===== src/rtl/ctrl_pkg.sv =====
// +-----------------------------------------------------------------------------
// | ctrl_pkg : opcodes, ALU/shift encodings, FSM states, control-word layout
// | Rev 1.0
// +-----------------------------------------------------------------------------
`default_nettype none

package ctrl_pkg;

  localparam logic [31:0] OP_LOADI = 32'h00;
  localparam logic [31:0] OP_MOV   = 32'h01;
  localparam logic [31:0] OP_ADD   = 32'h02;
  localparam logic [31:0] OP_SUB   = 32'h03;
  localparam logic [31:0] OP_AND   = 32'h04;
  localparam logic [31:0] OP_OR    = 32'h05;
  localparam logic [31:0] OP_J     = 32'h06;
  localparam logic [31:0] OP_BEQ   = 32'h07;
  localparam logic [31:0] OP_LWD   = 32'h08;
  localparam logic [31:0] OP_LWI   = 32'h09;
  localparam logic [31:0] OP_SWD   = 32'h0A;
  localparam logic [31:0] OP_SWI   = 32'h0B;
  localparam logic [31:0] OP_BNE   = 32'h0C;
  localparam logic [31:0] OP_SLL   = 32'h0D;
  localparam logic [31:0] OP_SRL   = 32'h0E;
  localparam logic [31:0] OP_SRA   = 32'h0F;
  localparam logic [31:0] OP_ROR   = 32'h10;
  localparam logic [31:0] OP_MULT  = 32'h11;

  localparam logic [2:0] ALU_FWD   = 3'b000;
  localparam logic [2:0] ALU_ADD   = 3'b001;
  localparam logic [2:0] ALU_AND   = 3'b010;
  localparam logic [2:0] ALU_OR    = 3'b011;
  localparam logic [2:0] ALU_MULT  = 3'b100;
  localparam logic [2:0] ALU_SHIFT = 3'b101;

  localparam logic [1:0] SH_SLL = 2'b00;
  localparam logic [1:0] SH_SRL = 2'b01;
  localparam logic [1:0] SH_SRA = 2'b10;
  localparam logic [1:0] SH_ROR = 2'b11;

  typedef logic [2:0] state_t;
  localparam state_t S_IDLE = 3'd0;
  localparam state_t S_EXEC = 3'd1;
  localparam state_t S_MEM  = 3'd2;
  localparam state_t S_WB   = 3'd3;
  localparam state_t S_TRAP = 3'd4;

  typedef struct packed {
    logic       we;
    logic [2:0] aluop;
    logic       comp;
    logic       imm;
    logic       branch;
    logic       bne;
    logic       jump;
    logic [1:0] shift_mode;
    logic       read;
    logic       write;
  } ctrl_word_t;

endpackage

`default_nettype wire


===== src/rtl/ctrl_decoder.sv =====
// +-----------------------------------------------------------------------------
// | ctrl_decoder : combinational opcode -> {legal, is_mem, is_load, control word}
// | CTRL_OPCODE_EXT_EN adds bne/shift/mult opcodes. Rev 1.0
// +-----------------------------------------------------------------------------
`default_nettype none

module ctrl_decoder
  import ctrl_pkg::*;
#(
  parameter int OPCODE_W = 8
) (
  input  logic [OPCODE_W-1:0] opcode,
  output logic                legal,
  output logic                is_mem,
  output logic                is_load,
  output ctrl_word_t          cw
);

  logic [31:0] op_ext;
  assign op_ext = 32'(opcode);

  always_comb begin
    cw    = '0;
    legal = 1'b1;
    case (op_ext)
      OP_LOADI: begin cw.we = 1'b1; cw.imm = 1'b1; cw.aluop = ALU_FWD; end
      OP_MOV:   begin cw.we = 1'b1; cw.aluop = ALU_FWD; end
      OP_ADD:   begin cw.we = 1'b1; cw.aluop = ALU_ADD; end
      OP_SUB:   begin cw.we = 1'b1; cw.comp = 1'b1; cw.aluop = ALU_ADD; end
      OP_AND:   begin cw.we = 1'b1; cw.aluop = ALU_AND; end
      OP_OR:    begin cw.we = 1'b1; cw.aluop = ALU_OR; end
      OP_J:     cw.jump = 1'b1;
      OP_BEQ:   begin cw.branch = 1'b1; cw.comp = 1'b1; cw.aluop = ALU_ADD; end
      OP_LWD:   begin cw.read = 1'b1; cw.aluop = ALU_FWD; end
      OP_LWI:   begin cw.read = 1'b1; cw.imm = 1'b1; cw.aluop = ALU_FWD; end
      OP_SWD:   begin cw.write = 1'b1; cw.aluop = ALU_FWD; end
      OP_SWI:   begin cw.write = 1'b1; cw.imm = 1'b1; cw.aluop = ALU_FWD; end
`ifdef CTRL_OPCODE_EXT_EN
      OP_BNE:   begin cw.bne = 1'b1; cw.comp = 1'b1; cw.aluop = ALU_ADD; end
      OP_SLL:   begin cw.we = 1'b1; cw.aluop = ALU_SHIFT; cw.shift_mode = SH_SLL; end
      OP_SRL:   begin cw.we = 1'b1; cw.aluop = ALU_SHIFT; cw.shift_mode = SH_SRL; end
      OP_SRA:   begin cw.we = 1'b1; cw.aluop = ALU_SHIFT; cw.shift_mode = SH_SRA; end
      OP_ROR:   begin
        cw.we = 1'b1; cw.imm = 1'b1; cw.aluop = ALU_SHIFT; cw.shift_mode = SH_ROR;
      end
      OP_MULT:  begin cw.we = 1'b1; cw.aluop = ALU_MULT; end
`endif
      default:  legal = 1'b0;
    endcase
  end

  assign is_mem  = cw.read | cw.write;
  assign is_load = cw.read;

endmodule

`default_nettype wire


===== src/rtl/ctrl_unit_seq.sv =====
// +-----------------------------------------------------------------------------
// | ctrl_unit_seq : registered FSM instruction control unit with memory
// | sequencing and traps. CTRL_OPCODE_EXT_EN enables extended opcodes. Rev 1.0
// +-----------------------------------------------------------------------------
`default_nettype none

module ctrl_unit_seq
  import ctrl_pkg::*;
#(
  parameter int INSTR_W     = 32,
  parameter int OPCODE_W    = 8,
  parameter int ALUOP_W     = 3,
  parameter int MEM_TIMEOUT = 255
) (
  input  logic               CLK,
  input  logic               RESET,
  input  logic [INSTR_W-1:0] INSTRUCTION,
  input  logic               INSTR_VALID,
  input  logic               BUSYWAIT,
  output logic               INSTR_READY,
  output logic               WRITEENABLE,
  output logic [ALUOP_W-1:0] ALUOP,
  output logic               COMPLEMENT_FLAG,
  output logic               IMMEDIATE_FLAG,
  output logic               BRANCH_FLAG,
  output logic               BNE_FLAG,
  output logic               JUMP_FLAG,
  output logic [1:0]         SHIFT_MODE,
  output logic               READ,
  output logic               WRITE,
  output logic               LOAD_WORD_FLAG,
  output logic               ILLEGAL_OP,
  output logic               MEM_TIMEOUT_ERR
);

  logic [OPCODE_W-1:0] opcode;
  logic                dec_legal, dec_is_mem, dec_is_load;
  ctrl_word_t          dec_cw;

  assign opcode = INSTRUCTION[INSTR_W-1 -: OPCODE_W];

  if (INSTR_W > OPCODE_W) begin : g_operand_sink
    logic unused_operand_bits;
    assign unused_operand_bits = ^INSTRUCTION[INSTR_W-OPCODE_W-1:0];
  end

  ctrl_decoder #(.OPCODE_W(OPCODE_W)) u_decoder (
    .opcode  (opcode),
    .legal   (dec_legal),
    .is_mem  (dec_is_mem),
    .is_load (dec_is_load),
    .cw      (dec_cw)
  );

  state_t      state, state_nxt;
  ctrl_word_t  cw_q, cw_nxt;
  logic        is_mem_q, is_mem_nxt, is_load_q, is_load_nxt;
  logic [15:0] count, count_nxt;
  logic        accept;

  assign accept = (state == S_IDLE) && INSTR_VALID;

  always_ff @(posedge CLK or posedge RESET) begin
    if (RESET) begin
      state     <= S_IDLE;
      count     <= '0;
      cw_q      <= '0;
      is_mem_q  <= 1'b0;
      is_load_q <= 1'b0;
    end else begin
      state     <= state_nxt;
      count     <= count_nxt;
      cw_q      <= cw_nxt;
      is_mem_q  <= is_mem_nxt;
      is_load_q <= is_load_nxt;
    end
  end

  always_comb begin
    state_nxt   = state;
    count_nxt   = '0;
    cw_nxt      = cw_q;
    is_mem_nxt  = is_mem_q;
    is_load_nxt = is_load_q;
    case (state)
      S_IDLE: if (INSTR_VALID) begin
        cw_nxt      = dec_cw;
        is_mem_nxt  = dec_is_mem;
        is_load_nxt = dec_is_load;
        state_nxt   = dec_legal ? S_EXEC : S_TRAP;
      end
      S_EXEC: state_nxt = is_mem_q ? S_MEM : S_IDLE;
      S_MEM: begin
        count_nxt = count + 16'd1;
        // completion is checked first so it wins over a simultaneous timeout
        if (!BUSYWAIT)
          state_nxt = is_load_q ? S_WB : S_IDLE;
        else if (count_nxt >= 16'(MEM_TIMEOUT))
          state_nxt = S_TRAP;
      end
      S_WB:    state_nxt = S_IDLE;
      S_TRAP:  state_nxt = S_TRAP;
      default: state_nxt = S_IDLE;
    endcase
  end

  // outputs are registered, so they are decoded from the state being entered
  ctrl_word_t out_nxt;
  logic       ready_nxt, lwf_nxt, ill_nxt, tmo_nxt;

  always_comb begin
    out_nxt   = '0;
    ready_nxt = 1'b0;
    lwf_nxt   = 1'b0;
    case (state_nxt)
      S_IDLE: ready_nxt = 1'b1;
      S_EXEC: out_nxt = cw_nxt;
      S_MEM: begin
        out_nxt.read  = cw_nxt.read;
        out_nxt.write = cw_nxt.write;
        out_nxt.aluop = cw_nxt.aluop;
        out_nxt.imm   = cw_nxt.imm;
      end
      S_WB: begin
        out_nxt.we = 1'b1;
        lwf_nxt    = 1'b1;
      end
      default: ;
    endcase
`ifndef CTRL_OPCODE_EXT_EN
    out_nxt.bne        = 1'b0;
    out_nxt.shift_mode = SH_SLL;
`endif
    ill_nxt = ILLEGAL_OP | (accept & ~dec_legal);
    tmo_nxt = MEM_TIMEOUT_ERR | ((state == S_MEM) && (state_nxt == S_TRAP));
  end

  always_ff @(posedge CLK or posedge RESET) begin
    if (RESET) begin
      INSTR_READY     <= 1'b1;
      WRITEENABLE     <= 1'b0;
      ALUOP           <= '0;
      COMPLEMENT_FLAG <= 1'b0;
      IMMEDIATE_FLAG  <= 1'b0;
      BRANCH_FLAG     <= 1'b0;
      BNE_FLAG        <= 1'b0;
      JUMP_FLAG       <= 1'b0;
      SHIFT_MODE      <= 2'b00;
      READ            <= 1'b0;
      WRITE           <= 1'b0;
      LOAD_WORD_FLAG  <= 1'b0;
      ILLEGAL_OP      <= 1'b0;
      MEM_TIMEOUT_ERR <= 1'b0;
    end else begin
      INSTR_READY     <= ready_nxt;
      WRITEENABLE     <= out_nxt.we;
      ALUOP           <= ALUOP_W'(out_nxt.aluop);
      COMPLEMENT_FLAG <= out_nxt.comp;
      IMMEDIATE_FLAG  <= out_nxt.imm;
      BRANCH_FLAG     <= out_nxt.branch;
      BNE_FLAG        <= out_nxt.bne;
      JUMP_FLAG       <= out_nxt.jump;
      SHIFT_MODE      <= out_nxt.shift_mode;
      READ            <= out_nxt.read;
      WRITE           <= out_nxt.write;
      LOAD_WORD_FLAG  <= lwf_nxt;
      ILLEGAL_OP      <= ill_nxt;
      MEM_TIMEOUT_ERR <= tmo_nxt;
    end
  end

endmodule

`default_nettype wire


===== config.mk =====
export PLATFORM = sky130hd
export DESIGN_NAME = ctrl_unit_seq
export DESIGN_NICKNAME = d
export VERILOG_FILES = /design/src/rtl/ctrl_pkg.sv /design/src/rtl/ctrl_decoder.sv /design/src/rtl/ctrl_unit_seq.sv
export SDC_FILE = /design/constraint.sdc
export NUM_CORES = 1
export LEC_CHECK = 0
export ABC_AREA = 0
export CAP_MARGIN = 40
export CELL_PAD_IN_SITES_DETAIL_PLACEMENT = 0
export CELL_PAD_IN_SITES_GLOBAL_PLACEMENT = 1
export CORE_ASPECT_RATIO = 1.75
export CORE_UTILIZATION = 37
export DETAILED_ROUTE_END_ITERATION = 7
export GPL_ROUTABILITY_DRIVEN = 0
export PLACE_DENSITY_LB_ADDON = 0.12
export SYNTH_ARGS = -nofsm -noshare
export SYNTH_HDL_FRONTEND = slang
export SYNTH_SLANG_ARGS = --single-unit

===== constraint.sdc =====
create_clock -name CLK -period 2.8 [get_ports CLK]
set_input_delay 0.56 -clock CLK [delete_from_list [all_inputs] [get_ports CLK]]
set_output_delay 0.56 -clock CLK [all_outputs]
set_load 0.02 [all_outputs]

# Word-level counts from Yosys, hierarchy flattened
# Index checks and enable logic that the tools add are counted.
# classes
n_addsub	1
n_lt_le_gt_ge	1
eq_ne	18
muxes	27
bitwise_logic	5
n_reduce_logical	14
# ops
op	count
== test 8 x 3 -> 1 bit, second input constant	4
== test 8 x 4 -> 1 bit, second input constant	4
zero test 32 bit	1
2-to-1 mux 13 bit	2
adder 16 x 1 -> 16 bit, second input constant	1
== test 8 x 2 -> 1 bit, second input constant	2
>= comparator 16 x 8 -> 1 bit, second input constant	1
2-to-1 mux 16 bit	1
2-to-1 mux 3 bit	5
2-to-1 mux 1 bit	12
case mux 3 bit (4 select lines)	1
OR reduction 12 bit	1
== test 3 x 2 -> 1 bit, second input constant	3
== test 8 x 1 -> 1 bit, second input constant	1
OR reduction 2 bit	4
== test 3 x 1 -> 1 bit, second input constant	2
== test 3 bit, second input constant	2
zero test 3 bit	2
2-to-1 mux 2 bit	3
case mux 2 bit (3 select lines)	1
OR reduction 3 bit	2
OR reduction 6 bit	1
2-to-1 mux 5 bit	1
OR 1 bit	3
5 further kinds	6
# totals
reg_bits	48
in_bits	36
out_inout_bits	17

# Longest topological paths before layout
# Gate-level depths: netlist (run 1).
# logic_depth
ltp_word	9
ltp_mapped	7
mapped_depth_nobuf	7

# Modules after synthesis
# A second synthesis (run 1) with hierarchy kept.
# unflattened
hier_cells	220
area_unflattened_um2	2317.2
# modules_own_cells
module	instances	cells_each	area_each_um2	seq_area_each_um2
ctrl_unit_seq	1	191	2084.5	1027.2
ctrl_decoder	1	29	232.7	0.0

# Worst setup path after synthesis (run 1)
# Ideal clock, no wire load.
# synth_timing
path_kind	input to register
from	input port INSTRUCTION[29]
to	register ALUOP[0]
arrival_time_ns	1.984
setup_slack_ns	0.723
path_stages	5
path_buffers	0
cell_sequence	or4_1 -> or3_4 -> o21ai_2 -> nand3_1 -> o31ai_2
# synth_lines
item	line	text
start: declaration	ctrl_unit_seq.sv:17	input logic [INSTR_W-1:0] INSTRUCTION,
end signal: assignment	ctrl_unit_seq.sv:157	ALUOP <= ALUOP_W'(out_nxt.aluop);
end: declaration	ctrl_unit_seq.sv:22	output logic [ALUOP_W-1:0] ALUOP,

# Worst setup path after layout (run 1)
# layout_timing
from	register count[0]
to	register MEM_TIMEOUT_ERR
# layout_via
elab_chain_cells	8
# layout_rtl
item	line	text
start: declaration	ctrl_unit_seq.sv:58	logic [15:0] count, count_nxt;
start signal: assignment	ctrl_unit_seq.sv:72	count <= count_nxt;
adder 16 x 1 -> 16 bit	ctrl_unit_seq.sv:94	count_nxt = count + 16'd1;
>= comparator 16 x 8 -> 1 bit	ctrl_unit_seq.sv:98	else if (count_nxt >= 16'(MEM_TIMEOUT))
2-to-1 mux 3 bit	ctrl_unit_seq.sv:98	
2-to-1 mux 3 bit	ctrl_unit_seq.sv:96	if (!BUSYWAIT)
case mux 3 bit (4 select lines)	ctrl_unit_seq.sv:85	case (state)
== test 3 bit	ctrl_unit_seq.sv:135	tmo_nxt = MEM_TIMEOUT_ERR | ((state == S_MEM) && (state_nxt == S_TRAP));
logical AND 1 bit	ctrl_unit_seq.sv:135	
OR 1 bit	ctrl_unit_seq.sv:135	
named net tmo_nxt	ctrl_unit_seq.sv:109	logic ready_nxt, lwf_nxt, ill_nxt, tmo_nxt;
end signal: assignment	ctrl_unit_seq.sv:168	MEM_TIMEOUT_ERR <= tmo_nxt;
end: declaration	ctrl_unit_seq.sv:33	output logic MEM_TIMEOUT_ERR
# The timed path passes the listed nets, and every way through them passes these cells.
# A chain may end at the register's enable or synchronous reset.

==> results of run 1 <==
==> flip-flops by register name, summed over array words and instances (netlist names), 3 cells and up <==
register	count
cw_q	7
state	3
count	16
ALUOP	3
==> through the flow <==
stage	area, um2	instances
floorplan	2160	220
global placement	2470	314
detailed placement	2470	314
CTS	2580	322
global route	2580	322
finish	2580	322
==> kinds of logic after synthesis <==
family / Yosys count / synth area share [%]
and+or+nand+nor: 102 / 25.6
other: 1 / 0.174
AOI/OAI and AO/OA: 40 / 13.9
muxes: 3 / 1.40
xor gates and xnor gates: 12 / 4.89
buffers and inverters: 16 / 3.90
DFF: 42 / 49.0
adders and majority gates: 2 / 1.16
==> critical path, stage by stage, from the launching register on <==
cell and delay, ns:
dfrtp_1 0.43, ha_1 0.26, nand3_2 0.11, nor4_1 0.37, mux2i_1 0.29, nand3_1 0.33, o32a_1 0.44
==> routing by layer <==
layer	track usage, %	up-vias	part of all wire, %
met5	0	-	0
met4	8.23	0	1.8
met3	2.38	7	3.3
met2	32.8	33	56
met1	19.4	787	39
li1	-	822	-
==> cell usage after synthesis, drive strengths merged <==
cell / count / area share [%]
o21bai: 1 / 0.35
o32a: 2 / 0.93
or3b: 2 / 0.82
or4b: 1 / 0.64
a211oi: 1 / 0.35
nor4: 7 / 2.3
buf: 9 / 2.7
o21ai: 14 / 3.6
or2: 2 / 0.58
nor3: 4 / 0.93
xnor2: 11 / 4.5
nand2: 27 / 4.8
clkbuf: 3 / 0.52
nor3b: 3 / 1.0
nand3: 12 / 3.0
and2: 3 / 0.87
nand3b: 3 / 1.0
o41ai: 1 / 0.76
o21a: 1 / 0.35
dfstp: 1 / 1.2
and3: 1 / 0.29
ha: 2 / 1.2
nor2: 17 / 3.0
nor4b: 1 / 0.41
a21oi: 9 / 2.6
o22ai: 2 / 0.58
nand2b: 4 / 1.2
dfrtp: 41 / 48
inv: 4 / 0.70
or3: 6 / 2.0
xor2: 1 / 0.41
nand4: 7 / 2.0
nor2b: 1 / 0.29
a21o: 1 / 0.35
mux2i: 3 / 1.4
conb: 1 / 0.17
or4: 1 / 0.35
o311a: 1 / 0.47
o31ai: 7 / 3.6
==> final timing paths <==
check / start / to / cells after the start
worst max-delay path: count[0]$_DFF_PP0_ / MEM_TIMEOUT_ERR$_DFF_PP0_ / 6
worst min-delay path: ILLEGAL_OP$_DFF_PP0_ / ILLEGAL_OP$_DFF_PP0_ / 1
worst max register to register: count[0]$_DFF_PP0_ / MEM_TIMEOUT_ERR$_DFF_PP0_ / 6
worst min register to register: ILLEGAL_OP$_DFF_PP0_ / ILLEGAL_OP$_DFF_PP0_ / 1
max in group asynchronous: RESET / count[12]$_DFF_PP0_ / 3
min in group asynchronous: RESET / WRITEENABLE$_DFF_PP0_ / 3
==> power groups by stage <==
stage	registers, W	logic [W]	clock network (W)
floorplan	0.000644	0.0000591	0
global placement	0.000642	0.000100	0
detailed placement	0.000643	0.000100	0
CTS	0.000631	0.000101	0.000494
global route	0.000633	0.000110	0.000512
finish	0.000631	0.0000978	0.000474
==> layout make-up <==
cell class	count	share of cell area, %
Tap cell	76	3.69
Timing Repair Buffer	30	11.2
Sequential cell	42	40.8
Multi-Input combinational cell	162	39.6
Clock inverter	3	1.55
Inverter	4	0.582
Clock buffer	5	2.67
==> results.md, run 1 <==
- TritonCTS built the clock tree.
- Clock-pin slew was measured on the worst setup and hold paths at 0.08 ns.
- The portion of total power attributed to the clock network is 39.4%.
- The cell at the root of the clock tree is clkbuf_8.
- The hold violation total from the final report was 0.
- The number of hold buffers added after CTS was 0.
- The fmax is 0.423 GHz.
- The total wire length after detailed routing is 4750 um.
- The number of buffers added by the clock tree synthesis step is 5.
- Measured against its own limit, the worst slew margin works out to 64.3%.
- Setup repair after global routing left no endpoint under its margin.
- The worst path meets setup with 0.437 ns of slack.
- Dividing total power by cell area gives a power density of 466 mW/mm2.
- The vias per cell is 5.12.
- The worst setup path is captured at a flip-flop.
- Before antenna repair, the detailed router went through 4 iterations.
- The worst vdd rail ir drop is 0.000348 V.
- Cells with a size suffix above 1 make up 12.2% of the layout.
- The leakage power summed over all cells is 0.991 nW.
- The highest net fanout along the worst path is 8.
- The die covers 0.00613 mm2.
- The transition time at the pin with the least slew margin is 0.535 ns.
- The sequential share of power is 52.5%.
- Post-CTS timing repair inserted 0 buffers for setup.
- For this run the aggregate overflow at the end of global routing stands at 0.
- The total number of clock tree sinks is 42.
- The buffer depth of the longest clock path is 2.
- Yosys printed 0 warnings.
- Measured on the finished design, the core utilization comes to 46.2%.
- The smallest clock period supported by the final layout is computed as 2.36 ns.
- The final-stage net count is 283.
- After routing, the total negative slack on setup checks comes to 0 ns.
- The per-cell routed wire length is 14.8 um.
- The tool flagged a number of max-cap violations equal to 0.
- The aggregate global-route resource usage is 17.7%.
- The site row count is 36.
- The wire length of the first global-routing pass is 8050 um.
- The die boundary width is 59.6 um.
- The average cell area after synthesis is 9.86 um2.
- The area taken by flip-flops and latches is 0.00105 mm2.
- Summing all multi-input logic gate instances after layout gives 0.00102 mm2.
- The number of antenna violations at the first check in global routing came to 0.
- The fraction of power spent switching nets is 23.4%.
- The floorplan die height is 103 um.
- The most common cell after layout, fill and taps aside is dfrtp_1.
- The reported net switching power is 0.000281 W.
- The largest clock skew in the final design is 0.00632 ns.
- The cell count after synthesis came out at 218.
- Internal power comes to 0.000922 W.
- The I/O pin total is 53.
- The worst slack at placement is 0.199 ns.
- Final hold analysis gives a worst-case slack of 0.457 ns.
- 0 antenna diodes ended up in the layout.
- The DRC violation count after routing is 0.
- The number of gates given a new drive strength after cts is 0.
- Per report_power, the combinational group accounts for 8.1% of the total.
- The required time of the critical path is 2.98 ns.
- For the worst-skew pair, the clock arrives at the later sink with an insertion delay of 0.29 ns.
- In this run the remaining antenna-violating nets after routing total 0.
- Relative to the synthesized area, the layout overhead comes to 20.0%.
- The path class of the tightest hold or removal check is reg -> reg.
- The final-report max-slew violation count is 0.
- The netlist area before placement is 0.00215 mm2.
- Entering global routing, the biggest net connects 43 pins.
- The half-perimeter wire length of the detailed placement result is 3410 um.
- In this run the tool buffered the top-level ports with 25 buffer cells.
- The count of state elements after synthesis is 42.
- The total via count in the routed design is 1,649.
- The post-route clock period utilization is 84.4%.
- The library cells used most frequently in the layout, excluding fill and tap cells, are dfrtp_1, nand2_1, clkdlybuf4s50_1.
- The setup path with the least slack is of type reg -> reg.
- The netlist uses 51 different library cells.
- The initial utilization of the core area, before any placement, comes to 38.5%.
- The number of global-route vias before repair came to 1,663.
- The flow ran to the end, and the final reports show no timing, DRC or antenna violations.
- Data on the critical path arrives at its endpoint at 2.54 ns.
- In this run, the number of DRC markers left after iteration 0 of detailed routing was 45.
- The total chip power is 0.00120 W.
- Of the synthesized area, sequential elements account for 49.0%.
- The kind of start point of the critical path is a flip-flop.
- The total of endpoints with negative setup slack in the final report is 0.
- The filler cell count is 584.
- The setup check on the worst reg-to-reg path leaves a slack of 0.44 ns.
- The core area is 0.00559 mm2.
- In this run the number of H-tree levels came out at 2.
Power figures use the tool's default switching activity.
==> run 2, diff against run 1 <==
Settings changed: CORE_UTILIZATION 37 to 33.
Clock period 2.8 ns to 2 ns, I/O delays scaled along.
==> results.md, run 2 (synthesis gave the netlist of run 1 again) <==
- The fmax is 0.517 GHz (was 0.423 GHz).
- The die area is 0.00685 mm2 (was 0.00613 mm2).
- The hold violation total from the final report is 0 (unchanged).
- The largest register by flop count is count (unchanged).
- The largest clock skew in the final design is 0.00656 ns (was 0.00632 ns).
- The max-capacitance violation count was 0 (unchanged).
- The per-cell routed wire length is 14.0 um (was 14.8 um).
- The kind of start point of the critical path was a flip-flop (unchanged).
- The die boundary width is 63.0 um (was 59.6 um).
- The aggregate global-route resource usage is 16.7% (was 17.7%).
- Setup repair after global routing missed its margin: true (was false).
- The synthesis-to-finish area growth is 39.4% (was 20.0%).
- The layout cell share with drive strength beyond 1 is 27.3% (was 12.2%).
- The site row count is 38 (was 36).
- The number of global-route vias before repair is 1,890 (was 1,663).
- The largest stage delay on the critical path came to 0.41 ns (was 0.44 ns).
- The launch point of the worst path is count[0]$_DFF_PP0_ (unchanged).
- The total of endpoints with negative setup slack in the final report came to 0 (unchanged).
- The total wire length after detailed routing is 5080 um (was 4750 um).
- Status: complete, no violations (unchanged).
- The power density of the placed cells was 530 mW/mm2 (was 466 mW/mm2).
- The core area is 0.00623 mm2 (was 0.00559 mm2).
- The wire length of the first global-routing pass is 8790 um (was 8050 um).
- The final-layout setup total negative slack is 0 ns (unchanged).
- The final-report max-slew violation count came to 0 (unchanged).
- The hold buffer count at CTS is 0 (unchanged).
- The total via count in the routed design is 1,787 (was 1,649).
- Registers with the highest flip-flop counts: count x16, cw_q x7 (unchanged).
- The number of detailed-routing iterations run before antenna repair is 4 (unchanged).
- The starting density of the core is 34.5% (was 38.5%).
- The clock latency at the later pin of the worst-skew pair was 0.29 ns (about the same).
- The cell at the root of the clock tree is clkbuf_8 (unchanged).
- The cell with the biggest individual delay on the critical path is dfrtp_2 (was o32a_1).
- The half-perimeter wire length of the detailed placement result is 3850 um (was 3410 um).
- The vias per cell came to 4.94 (was 5.12).
- The worst hold-check path type was in -> async (was reg -> reg).
- The critical path's top delay family was simple AND/OR/NAND/NOR gates (unchanged).
- The leftover overflow at the end of global routing is 0 (unchanged).
- The number of antenna violations at the first check in global routing was 0 (unchanged).
- The clock-pin slew on the worst setup and hold paths is 0.08 ns (about the same).
- The highest net fanout along the worst path is 7 (was 8).
- The TritonCTS clock tree is done (unchanged).
- The path type of the worst setup path is reg -> reg (unchanged).
- The total number of clock tree sinks is 42 (unchanged).
- The pin count of the biggest net entering global routing is 43 (unchanged).
- The number of buffers added by the clock tree synthesis step is 5 (unchanged).
- The number of nets still failing antenna checks after routing was 0 (unchanged).
- The buffer depth of the longest clock path is 2 (unchanged).
- The required time of the critical path is 2.18 ns (was 2.98 ns).
- The floorplan die height is 109 um (was 103 um).
- The worst slack at placement is -0.393 ns (was 0.199 ns).
- The most common cell after layout, fill and taps aside is dfrtp_1 (unchanged).
- The worst reg-to-reg path cell count is 7 (was 6).
- The number of buffers inserted by port buffering came to 25 (unchanged).
- The final-stage net count is 319 (was 283).
- The time the final worst path needs with I/O delays and setup is 1.93 ns (was 2.36 ns).
- The number of H-tree levels came to 2 (unchanged).
- The worst vdd rail ir drop is 0.000316 V (was 0.000348 V).
- The sum of buffers and inverters on the critical path is 1 (was 0).
- The count of routing violations after the opening detailed-route iteration was 37 (was 45).
- The flip-flop count of the largest register after layout is 16 (unchanged).
- The leakage power summed over all cells is 1.25 nW (was 0.991 nW).
- The post-route clock period utilization was 96.7% (was 84.4%).
- The signal arrival time at the worst endpoint was 2.11 ns (was 2.54 ns).
- The element type at the critical path end is a flip-flop (unchanged).
- The smallest setup slack after layout is 0.0661 ns (was 0.437 ns).
- The DRC violation count after routing is 0 (unchanged).
- The number of inserted diodes came to 0 (unchanged).
- The capture point of the worst reg-to-reg path is state[2]$_DFF_PP0_ (was MEM_TIMEOUT_ERR$_DFF_PP0_).
- The critical register-to-register path startpoint was count[0]$_DFF_PP0_ (unchanged).
- The I/O pin total came to 53 (unchanged).
- The register-to-register setup slack is 0.07 ns (was 0.44 ns).
- Cell chain of the critical path: ha_4 -> nand3_4 -> buf_6 -> or3_4 -> a21oi_4 -> nand2_4 -> o32a_1 (was ha_1 -> nand3_2 -> nor4_1 -> mux2i_1 -> nand3_1 -> o32a_1).
- Commonest cells after routing, fill and taps aside: dfrtp_1, buf_4, nand2_1 (was dfrtp_1, nand2_1, clkdlybuf4s50_1).
run 2: power breakdown:
group	leakage, nW	internal, W	total (W)	switching, W
clock network	0.0450	0.000242	0.000525	0.000283
logic	0.629	0.0000856	0.000189	0.000104
registers	0.573	0.000867	0.000873	0.00000606
total	1.25	0.00119	0.00159	0.000392
run 2: repair_timing:
item | CTS | global route
pin swaps | 9 | 10
setup buffers | 3 | 0
endpoints found under the setup margin | 8 | 10
resized for setup | 18 | 15
hold endpoints to repair | 0 | 0
run 2: worst max-delay path by stage:
stage | end | cells after the start | slack, ns
after global placement | ALUOP[0]$_DFF_PP0_ | 6 | -0.38
after detailed placement | ALUOP[0]$_DFF_PP0_ | 6 | -0.39
after floorplan | MEM_TIMEOUT_ERR$_DFF_PP0_ | 7 | 0.009
after global routing | MEM_TIMEOUT_ERR$_DFF_PP0_ | 8 | -0.03
after CTS | ALUOP[1]$_DFF_PP0_ | 7 | 0.002
final | state[2]$_DFF_PP0_ | 7 | 0.07
run 2: layout make-up:
| cell class | instances | area (um2) |
|---|---|---|
| clock inverter | 2 | 10.0 |
| tap | 80 | 100 |
| multi-input combinational | 162 | 1160 |
| clock buffer | 6 | 72.6 |
| sequential | 42 | 1050 |
| fill | 603 | 3230 |
| timing repair buffer | 66 | 587 |
| inverter | 4 | 15.0 |
run 2: per-layer routing:
metal  wire length [um]  up-vias  track usage (%)  share of wire, %
met4                 82        0             6.81               1.6
met2               3020       21             34.8                59
met1               1850      867             15.6                36
met5                  0        -                0                 0
li1                   -      892                -                 -
met3                128        7             2.30               2.5
run 2: worst register-to-register path, delay by kind of cell (launching register included):
family,cells,cell delay [ns]
buf+inv,1,0.15
flops,1,0.41
fa+ha+maj,1,0.16
simple gates,3,0.58
compound gates,2,0.52
run 2: stage by stage:
stage	util (%)	std cells	power, W	instance area [um2]	hold WS (ns)
after global placement	44.2	351	0.00108	2750	0.440
after floorplan	-	220	0.000985	2170	0.445
after detailed placement	44.2	351	0.00108	2750	0.450
after global routing	48.1	362	0.00166	3000	0.476
after CTS	47.0	362	0.00162	2930	0.446
final	48.1	362	0.00159	3000	0.433
